## src/rtl/fetch_run_controller.sv

```systemverilog
// fetch_run_controller
// -----------------------------------------------------------------------------
// Run-control sequencer for the MIPS instruction-fetch stage. It receives a
// program as a byte stream, packs the bytes MSB-first into words and writes
// them to instruction memory. When loading is done it clears the PC and lets
// the PC advance, either continuously or one instruction per step pulse. It
// stops when the fetched instruction is the HALT word.
//
// Ports
//   i_clk, i_rst         clock and asynchronous active-high reset
//   i_load_start         pulse: begin a program load (IDLE, READY or HALTED)
//   i_load_valid/_byte   byte stream; consumed only while o_load_ready=1
//   o_load_ready         a byte is accepted this cycle
//   i_start, i_mode_step start execution (READY or HALTED); 1 = step mode
//   i_step               single-step pulse (honoured in step mode only)
//   i_instruccion        instruction currently at the fetch output
//   o_im_wr_en/_addr/_data  instruction memory write port
//   o_pc_reset           one-cycle PC clear, in the cycle the start is taken
//   o_pc_enable          PC advance enable (combinational)
//   o_halted             execution stopped on the HALT word
//   o_cycle_count        cycles with o_pc_enable=1 since the last start
// -----------------------------------------------------------------------------
module fetch_run_controller #(
    parameter int              len       = 32,
    parameter int              IM_DEPTH  = 64,
    parameter int              ADDR_W    = 6,
    parameter logic [len-1:0]  HALT_WORD = {len{1'b1}}
) (
    input  logic              i_clk,
    input  logic              i_rst,
    input  logic              i_load_start,
    input  logic              i_load_valid,
    input  logic [7:0]        i_load_byte,
    output logic              o_load_ready,
    input  logic              i_start,
    input  logic              i_mode_step,
    input  logic              i_step,
    input  logic [len-1:0]    i_instruccion,
    output logic              o_im_wr_en,
    output logic [ADDR_W-1:0] o_im_addr,
    output logic [len-1:0]    o_im_data,
    output logic              o_pc_reset,
    output logic              o_pc_enable,
    output logic              o_halted,
    output logic [len-1:0]    o_cycle_count
);

    localparam int BPW   = len / 8;                // bytes per word
    localparam int CNT_W = (BPW > 1) ? $clog2(BPW) : 1;
    localparam logic [ADDR_W-1:0] LAST_ADDR = ADDR_W'(IM_DEPTH - 1);
    localparam logic [CNT_W-1:0]  LAST_BYTE = CNT_W'(BPW - 1);

    typedef enum logic [2:0] {
        IDLE,
        LOAD,
        WRITE,
        READY,
        RUN,
        STEP,
        HALTED
    } state_t;

    state_t            state_reg, state_next;
    logic [len-1:0]    word_reg, word_next;
    logic [CNT_W-1:0]  byte_cnt_reg, byte_cnt_next;
    logic [ADDR_W-1:0] addr_reg, addr_next;
    logic [len-1:0]    cycle_count_reg, cycle_count_next;

    logic instr_is_halt;
    logic load_ready;
    logic im_wr_en;
    logic pc_reset;
    logic pc_enable;

    assign instr_is_halt = (i_instruccion == HALT_WORD);

    // ------------------------------------------------------------------
    // State register
    // ------------------------------------------------------------------
    always_ff @(posedge i_clk or posedge i_rst) begin
        if (i_rst) begin
            state_reg       <= IDLE;
            word_reg        <= '0;
            byte_cnt_reg    <= '0;
            addr_reg        <= '0;
            cycle_count_reg <= '0;
        end else begin
            state_reg       <= state_next;
            word_reg        <= word_next;
            byte_cnt_reg    <= byte_cnt_next;
            addr_reg        <= addr_next;
            cycle_count_reg <= cycle_count_next;
        end
    end

    // ------------------------------------------------------------------
    // Next-state and output logic
    // ------------------------------------------------------------------
    always_comb begin
        state_next       = state_reg;
        word_next        = word_reg;
        byte_cnt_next    = byte_cnt_reg;
        addr_next        = addr_reg;
        cycle_count_next = cycle_count_reg;
        load_ready       = 1'b0;
        im_wr_en         = 1'b0;
        pc_reset         = 1'b0;
        pc_enable        = 1'b0;

        case (state_reg)
            IDLE: begin
                if (i_load_start) begin
                    state_next    = LOAD;
                    word_next     = '0;
                    byte_cnt_next = '0;
                    addr_next     = '0;
                end
            end

            LOAD: begin
                load_ready = 1'b1;
                if (i_load_valid) begin
                    word_next = {word_reg[len-9:0], i_load_byte};
                    if (byte_cnt_reg == LAST_BYTE) begin
                        byte_cnt_next = '0;
                        state_next    = WRITE;
                    end else begin
                        byte_cnt_next = byte_cnt_reg + CNT_W'(1);
                    end
                end
            end

            WRITE: begin
                im_wr_en = 1'b1;
                // The HALT word itself is stored, then loading ends. Loading
                // also ends at the last memory word so the address never wraps.
                if (word_reg == HALT_WORD || addr_reg == LAST_ADDR) begin
                    state_next = READY;
                end else begin
                    addr_next  = addr_reg + ADDR_W'(1);
                    state_next = LOAD;
                end
            end

            READY, HALTED: begin
                // A load request wins over a start in the same cycle.
                if (i_load_start) begin
                    state_next    = LOAD;
                    word_next     = '0;
                    byte_cnt_next = '0;
                    addr_next     = '0;
                end else if (i_start) begin
                    pc_reset         = 1'b1;
                    cycle_count_next = '0;
                    state_next       = i_mode_step ? STEP : RUN;
                end
            end

            RUN: begin
                pc_enable = !instr_is_halt;
                if (instr_is_halt) begin
                    state_next = HALTED;
                end
            end

            STEP: begin
                pc_enable = i_step && !instr_is_halt;
                if (instr_is_halt) begin
                    state_next = HALTED;
                end
            end

            default: begin
                state_next = IDLE;
            end
        endcase

        // Only RUN/STEP raise pc_enable, so this never collides with the
        // clear performed on start.
        if (pc_enable) begin
            cycle_count_next = cycle_count_reg + len'(1);
        end
    end

    assign o_load_ready  = load_ready;
    assign o_im_wr_en    = im_wr_en;
    assign o_im_addr     = addr_reg;
    // Write data is only driven while the write strobe is up, so the bus
    // stays quiet while a word is still being assembled.
    assign o_im_data     = im_wr_en ? word_reg : '0;
    assign o_pc_reset    = pc_reset;
    assign o_pc_enable   = pc_enable;
    assign o_halted      = (state_reg == HALTED);
    assign o_cycle_count = cycle_count_reg;

endmodule

```

## config.mk

```make
export PLATFORM = sky130hd
export DESIGN_NAME = fetch_run_controller
export DESIGN_NICKNAME = d
export VERILOG_FILES = /design/src/rtl/fetch_run_controller.sv
export SDC_FILE = /design/constraint.sdc
export NUM_CORES = 1
export LEC_CHECK = 0
export CAP_MARGIN = 5
export CORE_ASPECT_RATIO = 0.75
export CORE_MARGIN = 2
export CORE_UTILIZATION = 53
export CTS_BUF_LIST = sky130_fd_sc_hd__clkbuf_4 sky130_fd_sc_hd__clkbuf_8
export CTS_CLUSTER_DIAMETER = 30
export DETAILED_ROUTE_END_ITERATION = 10
export PLACE_DENSITY_LB_ADDON = 0.1
export SLEW_MARGIN = 20
export SYNTH_ARGS = -nofsm -noshare
export SYNTH_HDL_FRONTEND = slang
export SYNTH_SLANG_ARGS = --single-unit
```

## constraint.sdc

```tcl
create_clock -name i_clk -period 4.5 [get_ports i_clk]
set_clock_uncertainty 0.05 [all_clocks]
set_input_delay 0.45 -clock i_clk [delete_from_list [all_inputs] [get_ports i_clk]]
set_output_delay 0.45 -clock i_clk [all_outputs]
set_load 0.005 [all_outputs]
```

==> results of run 1 <==
per-stage QoR:
stage          setup WS [ns]   util  instances
2_1_floorplan           2.09      -        448
3_3_place_gp            1.58  0.718        648
3_5_place_dp            1.51  0.718        648
4_1_cts                 1.18  0.751        663
5_1_grt                 1.23  0.752        663
6_report                1.42  0.752        663
critical path, stage by stage, from the launching register on:
cell                              delay [ns]
sky130_fd_sc_hd__dfrtp_2                0.65
sky130_fd_sc_hd__and2b_1                0.39
sky130_fd_sc_hd__nand2_1                0.12
sky130_fd_sc_hd__a21oi_2                0.45
sky130_fd_sc_hd__clkdlybuf4s50_1        0.61
report_power, final:
part	internal [W]	total, W	switching (W)	leakage (nW)
clock network	0.000388	0.000637	0.000249	0.123
registers	0.000814	0.00101	0.000199	1.02
logic	0.000357	0.000841	0.000484	1.39
cells in the mapped netlist, types with 6 or more instances:
library cell / number / area, sq um
sky130_fd_sc_hd__and3_1: 43 / 269
sky130_fd_sc_hd__nand3_1: 11 / 55.1
sky130_fd_sc_hd__clkbuf_1: 17 / 63.8
sky130_fd_sc_hd__nand4_1: 27 / 169
sky130_fd_sc_hd__nand2_1: 110 / 413
sky130_fd_sc_hd__dfrtp_1: 75 / 1880
sky130_fd_sc_hd__o21ai_0: 42 / 210
sky130_fd_sc_hd__inv_1: 7 / 26.3
sky130_fd_sc_hd__buf_2: 8 / 40.0
sky130_fd_sc_hd__mux2i_1: 24 / 240
sky130_fd_sc_hd__and4_1: 6 / 52.6
sky130_fd_sc_hd__nor2_1: 8 / 30.0
logic make-up after synthesis:
logic type	count (synthesis)	synth area share
XOR/XNOR	5	0.0109
adder cells (fa/ha/maj)	3	0.00931
buffers and inverters	34	0.0360
multiplexers	26	0.0652
flip-flops	75	0.465
AO/OA/AOI/OAI	77	0.121
AND/OR/NAND/NOR	228	0.292
cell type report:
class	instances	area, sq um	share of cell area
well taps	101	126	0.0228
repair buffers	125	1240	0.224
clock inverters	4	98.8	0.0179
inverters	8	31.3	0.00565
flip-flops and latches	75	1880	0.339
multi-input cells	339	2010	0.364
clock buffers	11	145	0.0262
how the worst max path moves through the flow:
| stage | from | cells after the start | to | slack [ns] |
|---|---|---|---|---|
| finish | state_reg[1] | 4 | o_pc_enable | 1.42 |
| global route | state_reg[1] | 4 | o_pc_enable | 1.23 |
| CTS | state_reg[1] | 4 | o_pc_enable | 1.18 |
| detailed placement | i_instruccion[22] | 5 | o_pc_enable | 1.51 |
| global placement | i_instruccion[22] | 5 | o_pc_enable | 1.58 |
| floorplan | i_rst | 1 | byte_cnt_reg[0] | 2.09 |
routing by layer:
metal,track usage,vias to the layer above
met5,0,-
met4,0.0867,0
met3,0.0580,13
met2,0.408,129
met1,0.370,1835
li1,-,1823
cell usage in the layout (no fill, tap or decap), drive strengths merged, types with 2 or more instances in the layout:
master / n
clkdlybuf4s50: 121
nand2: 110
dfrtp: 75
and3: 43
o21ai: 43
nand4: 28
mux2i: 24
nand3: 11
clkbuf: 11
nor2: 9
inv: 6
and4: 6
a21oi: 6
nand2b: 5
and2: 5
a211oi: 5
nor4: 5
o211ai: 4
xnor2: 4
buf: 4
o31ai: 3
ha: 3
bufinv: 3
clkinv: 3
nor3: 2
a211o: 2
mux2: 2
a21boi: 2
a2111oi: 2
==> impl_results.html, run 1 <==
<table>
<tr><th>Metric</th><th>Value</th></tr>
<tr><th colspan="2">Floorplan</th></tr>
<tr><td># IOs</td><td>122</td></tr>
<tr><td>Core area</td><td>about 7400 sq um</td></tr>
<tr><td>Initial standard-cell utilization of the core</td><td>0.548</td></tr>
<tr><td>Height of the die</td><td>79.5 um</td></tr>
<tr><td>Cell row count</td><td>27</td></tr>
<tr><td>Die width</td><td>around 100 um</td></tr>
<tr><td>Overall die area</td><td>around 8300 sq um</td></tr>
<tr><th colspan="2">Timing</th></tr>
<tr><td>Final Critical Period</td><td>3.08 ns</td></tr>
<tr><td>TNS Setup</td><td>0 ns</td></tr>
<tr><td>Final period util</td><td>0.684</td></tr>
<tr><td>Setup repair after global routing missed its margin</td><td>false</td></tr>
<tr><td>Slew Limit Fails</td><td>0</td></tr>
<tr><td>Final count of negative-setup-slack endpoints</td><td>0</td></tr>
<tr><td>Slew at the pin closest to its max-slew limit</td><td>1.03 ns</td></tr>
<tr><td>Tightest hold margin</td><td>between 0.4 and 0.5 ns</td></tr>
<tr><td>Highest clock rate</td><td>0.325 GHz</td></tr>
<tr><td>Relative max-transition margin</td><td>0.314</td></tr>
<tr><td>Endpoints failing hold</td><td>0</td></tr>
<tr><th colspan="2">Clock network</th></tr>
<tr><td>CTS root buffer</td><td>sky130_fd_sc_hd__clkbuf_8</td></tr>
<tr><td>Clock latency of the later-clocked register in the worst-skew pair</td><td>0.35 ns</td></tr>
<tr><td>Maximum clock path buffer count</td><td>2</td></tr>
<tr><td>Sink count of the clock tree</td><td>75</td></tr>
<tr><td>Post-cts repair resize count</td><td>0</td></tr>
<tr><td>Clock tree from TritonCTS</td><td>yes</td></tr>
<tr><td>Number of levels in the clock H-tree</td><td>3</td></tr>
<tr><td>CTS buffer count</td><td>9</td></tr>
<tr><td>Number of buffers added for setup after CTS</td><td>0</td></tr>
<tr><td>Clock slew at reported path FFs</td><td>about 0.080 ns</td></tr>
<tr><td>Number of buffers added to fix hold violations after cts</td><td>0</td></tr>
<tr><th colspan="2">Logic synthesis</th></tr>
<tr><td>Mean cell area of the mapped netlist</td><td>between 9 and 10 sq um</td></tr>
<tr><td>FF+latch count, synth</td><td>between 70 and 80</td></tr>
<tr><td>Mapped Nets</td><td>498</td></tr>
<tr><td>Number of warnings reported in the yosys synthesis log</td><td>0</td></tr>
<tr><td>Async SR Flop Fraction</td><td>1.00</td></tr>
<tr><td>Netlist area before placement</td><td>4030 sq um</td></tr>
<tr><td>Cells after synthesis</td><td>448</td></tr>
<tr><td>Cell variety after synth</td><td>51</td></tr>
<tr><td>Primary FF master, synth</td><td>sky130_fd_sc_hd__dfrtp_1</td></tr>
<tr><td>Post-synthesis sequential area ratio</td><td>0.465</td></tr>
<tr><td>Number of flops mapped to enable cells by yosys</td><td>0</td></tr>
<tr><th colspan="2">Cells and area</th></tr>
<tr><td>Net total in the final layout</td><td>608</td></tr>
<tr><td>Antenna cells</td><td>0</td></tr>
<tr><td>Layout cells sized above 1</td><td>0.0587</td></tr>
<tr><td>Final Cell Area</td><td>5540 sq um</td></tr>
<tr><td>Number of fillers in the final layout</td><td>586</td></tr>
<tr><td>Layout-stage area growth over the synthesis result</td><td>37.3%</td></tr>
<tr><th colspan="2">Power</th></tr>
<tr><td>Worst voltage drop across the vdd grid</td><td>around 280 uV</td></tr>
<tr><td>Standby leakage power</td><td>2.53 nW</td></tr>
<tr><td>Total Power Consumption</td><td>0.00249 W</td></tr>
<tr><td>Power per standard cell area</td><td>between 400 and 500 nW/um^2</td></tr>
<tr><th colspan="2">Drt</th></tr>
<tr><td>Max Used Layer</td><td>met4</td></tr>
<tr><td>Detailed-router iteration count before antenna repair</td><td>5</td></tr>
<tr><td>Met3 Wirelength</td><td>614 um</td></tr>
<tr><td>Average wire length per cell after detail routing</td><td>around 16 um</td></tr>
<tr><td>Routed metal-1 wire length</td><td>roughly 5000 um</td></tr>
<tr><td>Number of DRC markers after the initial detailed-route iteration</td><td>233</td></tr>
<tr><td>Total via count in the routed design</td><td>3800</td></tr>
<tr><td>Detailed Route WL</td><td>about 11000 um</td></tr>
<tr><td>Via-per-instance ratio</td><td>roughly 5.7</td></tr>
<tr><td>Number of antenna-violating nets in the routed design</td><td>0</td></tr>
<tr><td>Drt drc</td><td>0</td></tr>
<tr><td>Routed length on met2</td><td>4850 um</td></tr>
<tr><th colspan="2">Hold path</th></tr>
<tr><td>Hold path startpoint</td><td>o_cycle_count[31]</td></tr>
<tr><td>Endpoint with the worst hold slack</td><td>o_cycle_count[31]</td></tr>
<tr><td>Count of cells along the worst hold path</td><td>1</td></tr>
<tr><td>Worst hold path type</td><td>flop to flop</td></tr>
<tr><th colspan="2">Setup path</th></tr>
<tr><td>Worst flop-to-flop path endpoint</td><td>o_im_addr[4]</td></tr>
<tr><td>Register-to-Register Path Depth</td><td>5</td></tr>
<tr><td>Critical path fanouts, max</td><td>47</td></tr>
<tr><td>Required time of the critical path</td><td>about 4.0 ns</td></tr>
<tr><td>Reg-to-Reg Start</td><td>state_reg[0]</td></tr>
<tr><td>Arr. time, crit path</td><td>2.58 ns</td></tr>
<tr><td>Capturing element type of the critical path</td><td>primary output</td></tr>
<tr><td>Nature of the critical path startpoint</td><td>flop</td></tr>
<tr><td>Setup slack, reg-to-reg</td><td>around 1.9 ns</td></tr>
<tr><td>Type of the setup path with the least slack</td><td>flop to primary output</td></tr>
<tr><th colspan="2">Place</th></tr>
<tr><td>Number of input and output port buffers inserted</td><td>121</td></tr>
<tr><td>HPWL Detailed</td><td>7470 um</td></tr>
<tr><td>Placed Area</td><td>5290 sq um</td></tr>
<tr><td>Global placement routability congestion</td><td>between 0.8 and 0.9</td></tr>
<tr><th colspan="2">GRT</th></tr>
<tr><td>Number of antenna violations at the first check in global routing</td><td>0</td></tr>
<tr><td>Via count of the first global-routing pass</td><td>3531</td></tr>
<tr><td>Global-route usage over all layers</td><td>0.263</td></tr>
<tr><td>Overflow left after global routing</td><td>0</td></tr>
<tr><td>Wire length of the first global-routing pass</td><td>17500 um</td></tr>
<tr><td>Largest net degree at the start of global routing</td><td>69</td></tr>
<tr><th colspan="2">Run</th></tr>
<tr><td>Count of max-cap constraint violations</td><td>0</td></tr>
<tr><th colspan="2">Status</th></tr>
<tr><td>Status</td><td>completed</td></tr>
</table>
(Power assumes the default switching activity.)
==> inputs of run 2 (changes only) <==
--- a/config.mk
+++ b/config.mk
@@ -8,7 +8,7 @@
 export CAP_MARGIN = 5
 export CORE_ASPECT_RATIO = 0.75
 export CORE_MARGIN = 2
-export CORE_UTILIZATION = 53
+export CORE_UTILIZATION = 44
 export CTS_BUF_LIST = sky130_fd_sc_hd__clkbuf_4 sky130_fd_sc_hd__clkbuf_8
 export CTS_CLUSTER_DIAMETER = 30
 export DETAILED_ROUTE_END_ITERATION = 10
==> constraint.sdc (replaced) <==
create_clock -name i_clk -period 2.7 [get_ports i_clk]
set_clock_uncertainty 0.05 [all_clocks]
set_input_delay 0.27 -clock i_clk [delete_from_list [all_inputs] [get_ports i_clk]]
set_output_delay 0.27 -clock i_clk [all_outputs]
set_load 0.005 [all_outputs]
==> run 2 against run 1 <==
Combinational power up 76%. Clock-buffer cell count unchanged. Largest cell class unchanged. Critical endpoint unchanged. Via count down 1.4%. Register-to-register slack worse by 1.4 ns. Die area up 20%.
==> impl_results.html, run 2 (synthesized netlist as in run 1, its figures left out) <==
<table>
<tr><th>Metric</th><th>Value</th></tr>
<tr><th colspan="2">Drt</th></tr>
<tr><td>Detailed Route WL</td><td>10500 um</td></tr>
<tr><td>Detailed-router iteration count before antenna repair</td><td>4</td></tr>
<tr><td>Average wire length per cell after detail routing</td><td>~15 um</td></tr>
<tr><td>Total via count in the routed design</td><td>3748</td></tr>
<tr><td>Number of antenna-violating nets in the routed design</td><td>0</td></tr>
<tr><td>Drt drc</td><td>0</td></tr>
<tr><td>Number of DRC markers after the initial detailed-route iteration</td><td>about 200</td></tr>
<tr><td>Via-per-instance ratio</td><td>between 5 and 6</td></tr>
<tr><th colspan="2">Cells and area</th></tr>
<tr><td>Top library cells by usage in the layout, fill and taps aside</td><td>sky130_fd_sc_hd__clkdlybuf4s50_1 (121), sky130_fd_sc_hd__nand2_1 (110), sky130_fd_sc_hd__dfrtp_1 (75)</td></tr>
<tr><td>Layout cells sized above 1</td><td>0.0669</td></tr>
<tr><td>Register area</td><td>1880 sq um</td></tr>
<tr><td>Layout-stage area growth over the synthesis result</td><td>37.8%</td></tr>
<tr><td>Commonest non-fill, non-tap cell in the layout</td><td>sky130_fd_sc_hd__clkdlybuf4s50_1</td></tr>
<tr><td>Number of fillers in the final layout</td><td>786</td></tr>
<tr><td>Area of the multi-input gates</td><td>2020 sq um</td></tr>
<tr><td>Net total in the final layout</td><td>613</td></tr>
<tr><td>Antenna cells</td><td>0</td></tr>
<tr><th colspan="2">Power</th></tr>
<tr><td>Power per standard cell area</td><td>714 nW/um^2</td></tr>
<tr><td>Standby leakage power</td><td>2.54 nW</td></tr>
<tr><td>Worst voltage drop across the vdd grid</td><td>424 uV</td></tr>
<tr><th colspan="2">Run</th></tr>
<tr><td>Count of max-cap constraint violations</td><td>0</td></tr>
<tr><th colspan="2">Floorplan</th></tr>
<tr><td>Initial standard-cell utilization of the core</td><td>0.450</td></tr>
<tr><td>Height of the die</td><td>roughly 87 um</td></tr>
<tr><td># IOs</td><td>122</td></tr>
<tr><td>Die width</td><td>115 um</td></tr>
<tr><td>Overall die area</td><td>9960 sq um</td></tr>
<tr><td>Cell row count</td><td>30</td></tr>
<tr><td>Core area</td><td>8970 sq um</td></tr>
<tr><th colspan="2">Place</th></tr>
<tr><td>Number of input and output port buffers inserted</td><td>121</td></tr>
<tr><td>HPWL Detailed</td><td>between 7000 and 8000 um</td></tr>
<tr><td>Global placement routability congestion</td><td>0.791</td></tr>
<tr><th colspan="2">Setup path</th></tr>
<tr><td>Critical path fanouts, max</td><td>14</td></tr>
<tr><td>Launch point of the critical path</td><td>state_reg[2]</td></tr>
<tr><td>Type of the setup path with the least slack</td><td>flop to primary output</td></tr>
<tr><td>Reg-to-Reg Start</td><td>state_reg[2]</td></tr>
<tr><td>Worst flop-to-flop path endpoint</td><td>o_cycle_count[31]</td></tr>
<tr><td>Setup slack, reg-to-reg</td><td>0.53 ns</td></tr>
<tr><td>Capturing element type of the critical path</td><td>primary output</td></tr>
<tr><td>Critical path endpoint</td><td>o_pc_enable</td></tr>
<tr><td>Register-to-Register Path Depth</td><td>5</td></tr>
<tr><td>Nature of the critical path startpoint</td><td>flop</td></tr>
<tr><td>Required time of the critical path</td><td>2.38 ns</td></tr>
<tr><td>Arr. time, crit path</td><td>around 2.2 ns</td></tr>
<tr><th colspan="2">Clock network</th></tr>
<tr><td>Sink count of the clock tree</td><td>75</td></tr>
<tr><td>Clock slew at reported path FFs</td><td>0.08 ns</td></tr>
<tr><td>CTS root buffer</td><td>sky130_fd_sc_hd__clkbuf_8</td></tr>
<tr><td>Number of buffers added for setup after CTS</td><td>0</td></tr>
<tr><td>Number of buffers added to fix hold violations after cts</td><td>0</td></tr>
<tr><td>Clock tree from TritonCTS</td><td>yes</td></tr>
<tr><td>Clock latency of the later-clocked register in the worst-skew pair</td><td>0.35 ns</td></tr>
<tr><td>Maximum clock path buffer count</td><td>2</td></tr>
<tr><td>CTS buffer count</td><td>9</td></tr>
<tr><td>Number of levels in the clock H-tree</td><td>3</td></tr>
<tr><td>Post-cts repair resize count</td><td>0</td></tr>
<tr><th colspan="2">GRT</th></tr>
<tr><td>Number of antenna violations at the first check in global routing</td><td>0</td></tr>
<tr><td>Overflow left after global routing</td><td>0</td></tr>
<tr><td>Largest net degree at the start of global routing</td><td>69</td></tr>
<tr><td>Wire length of the first global-routing pass</td><td>17400 um</td></tr>
<tr><td>Via count of the first global-routing pass</td><td>3520</td></tr>
<tr><td>Global-route usage over all layers</td><td>0.221</td></tr>
<tr><th colspan="2">Status</th></tr>
<tr><td>Status</td><td>completed</td></tr>
<tr><th colspan="2">Timing</th></tr>
<tr><td>Endpoints failing hold</td><td>0</td></tr>
<tr><td>Tightest hold margin</td><td>0.322 ns</td></tr>
<tr><td>Final count of negative-setup-slack endpoints</td><td>0</td></tr>
<tr><td>Final Critical Period</td><td>around 2.5 ns</td></tr>
<tr><td>TNS Setup</td><td>0 ns</td></tr>
<tr><td>Slew at the pin closest to its max-slew limit</td><td>around 0.78 ns</td></tr>
<tr><td>Setup repair after global routing missed its margin</td><td>false</td></tr>
<tr><td>Slew Limit Fails</td><td>0</td></tr>
<tr><td>Highest clock rate</td><td>just over 0.4 GHz</td></tr>
<tr><td>Relative max-transition margin</td><td>0.482</td></tr>
<tr><td>Final period util</td><td>0.919</td></tr>
<tr><th colspan="2">Hold path</th></tr>
<tr><td>Worst hold path type</td><td>primary input to asynchronous set/reset pin</td></tr>
</table>
## run 2: cell count changes in the layout (fill, tap and decap cells not counted), sizes merged
cell	previous run	this run
bufinv	3	1
inv	6	7
clkinv	3	4
buf	4	9
clkinvlp	0	1
## run 2: worst min-delay path by stage
stage,start,endpoint,slack (ns),cells past startpoint
floorplan,i_load_start,o_im_addr[4],0.31,1
global placement,o_cycle_count[31],o_cycle_count[31],0.41,1
detailed placement,o_cycle_count[31],o_cycle_count[31],0.44,1
CTS,i_rst,o_cycle_count[30],0.34,2
global route,i_rst,o_cycle_count[30],0.40,2
finish,i_rst,o_cycle_count[22],0.32,2
## run 2: power breakdown
group	internal, W	total [W]	switching, W	leakage (nW)
sequential	0.00136	0.00161	0.000253	1.02
clock	0.000458	0.000877	0.000419	0.103
combinational	0.000616	0.00148	0.000865	1.42
## run 2: layout make-up
type,instances,area share
inverter,8,0.00540
sequential,75,0.338
tap,112,0.0252
clock inverter,5,0.00946
clock buffer,11,0.0261
timing repair buffer,130,0.232
multi-input combinational,339,0.364
## run 2: worst max-delay path, stage by stage (launching register included)
cell and delay [ns]:
sky130_fd_sc_hd__dfrtp_1 0.52, sky130_fd_sc_hd__and2b_1 0.25, sky130_fd_sc_hd__nand2_1 0.13, sky130_fd_sc_hd__a21oi_4 0.32, sky130_fd_sc_hd__clkdlybuf4s50_1 0.58
## run 2: per-layer routing
| metal | up-vias | track usage | part of all wire |
|---|---|---|---|
| met3 | 9 | 0.0557 | 0.068 |
| met4 | 0 | 0.0588 | 0.0089 |
| met2 | 108 | 0.334 | 0.45 |
| met5 | - | 0 | 0 |
| li1 | 1827 | - | - |
| met1 | 1804 | 0.320 | 0.47 |
## run 2: through the flow
| step | worst slack (ns) | instance area [sq um] | utilization | cells | power (W) |
|---|---|---|---|---|---|
| after detailed placement | 0.353 | 5350 | 0.597 | 664 | 0.00311 |
| after CTS | 0.0676 | 5550 | 0.619 | 680 | 0.00399 |
| after floorplan | 0.470 | 4030 | - | 448 | 0.00253 |
| final | 0.219 | 5560 | 0.620 | 680 | 0.00397 |
| after global routing | 0.120 | 5560 | 0.620 | 680 | 0.00427 |
| after global placement | 0.369 | 5350 | 0.597 | 664 | 0.00307 |
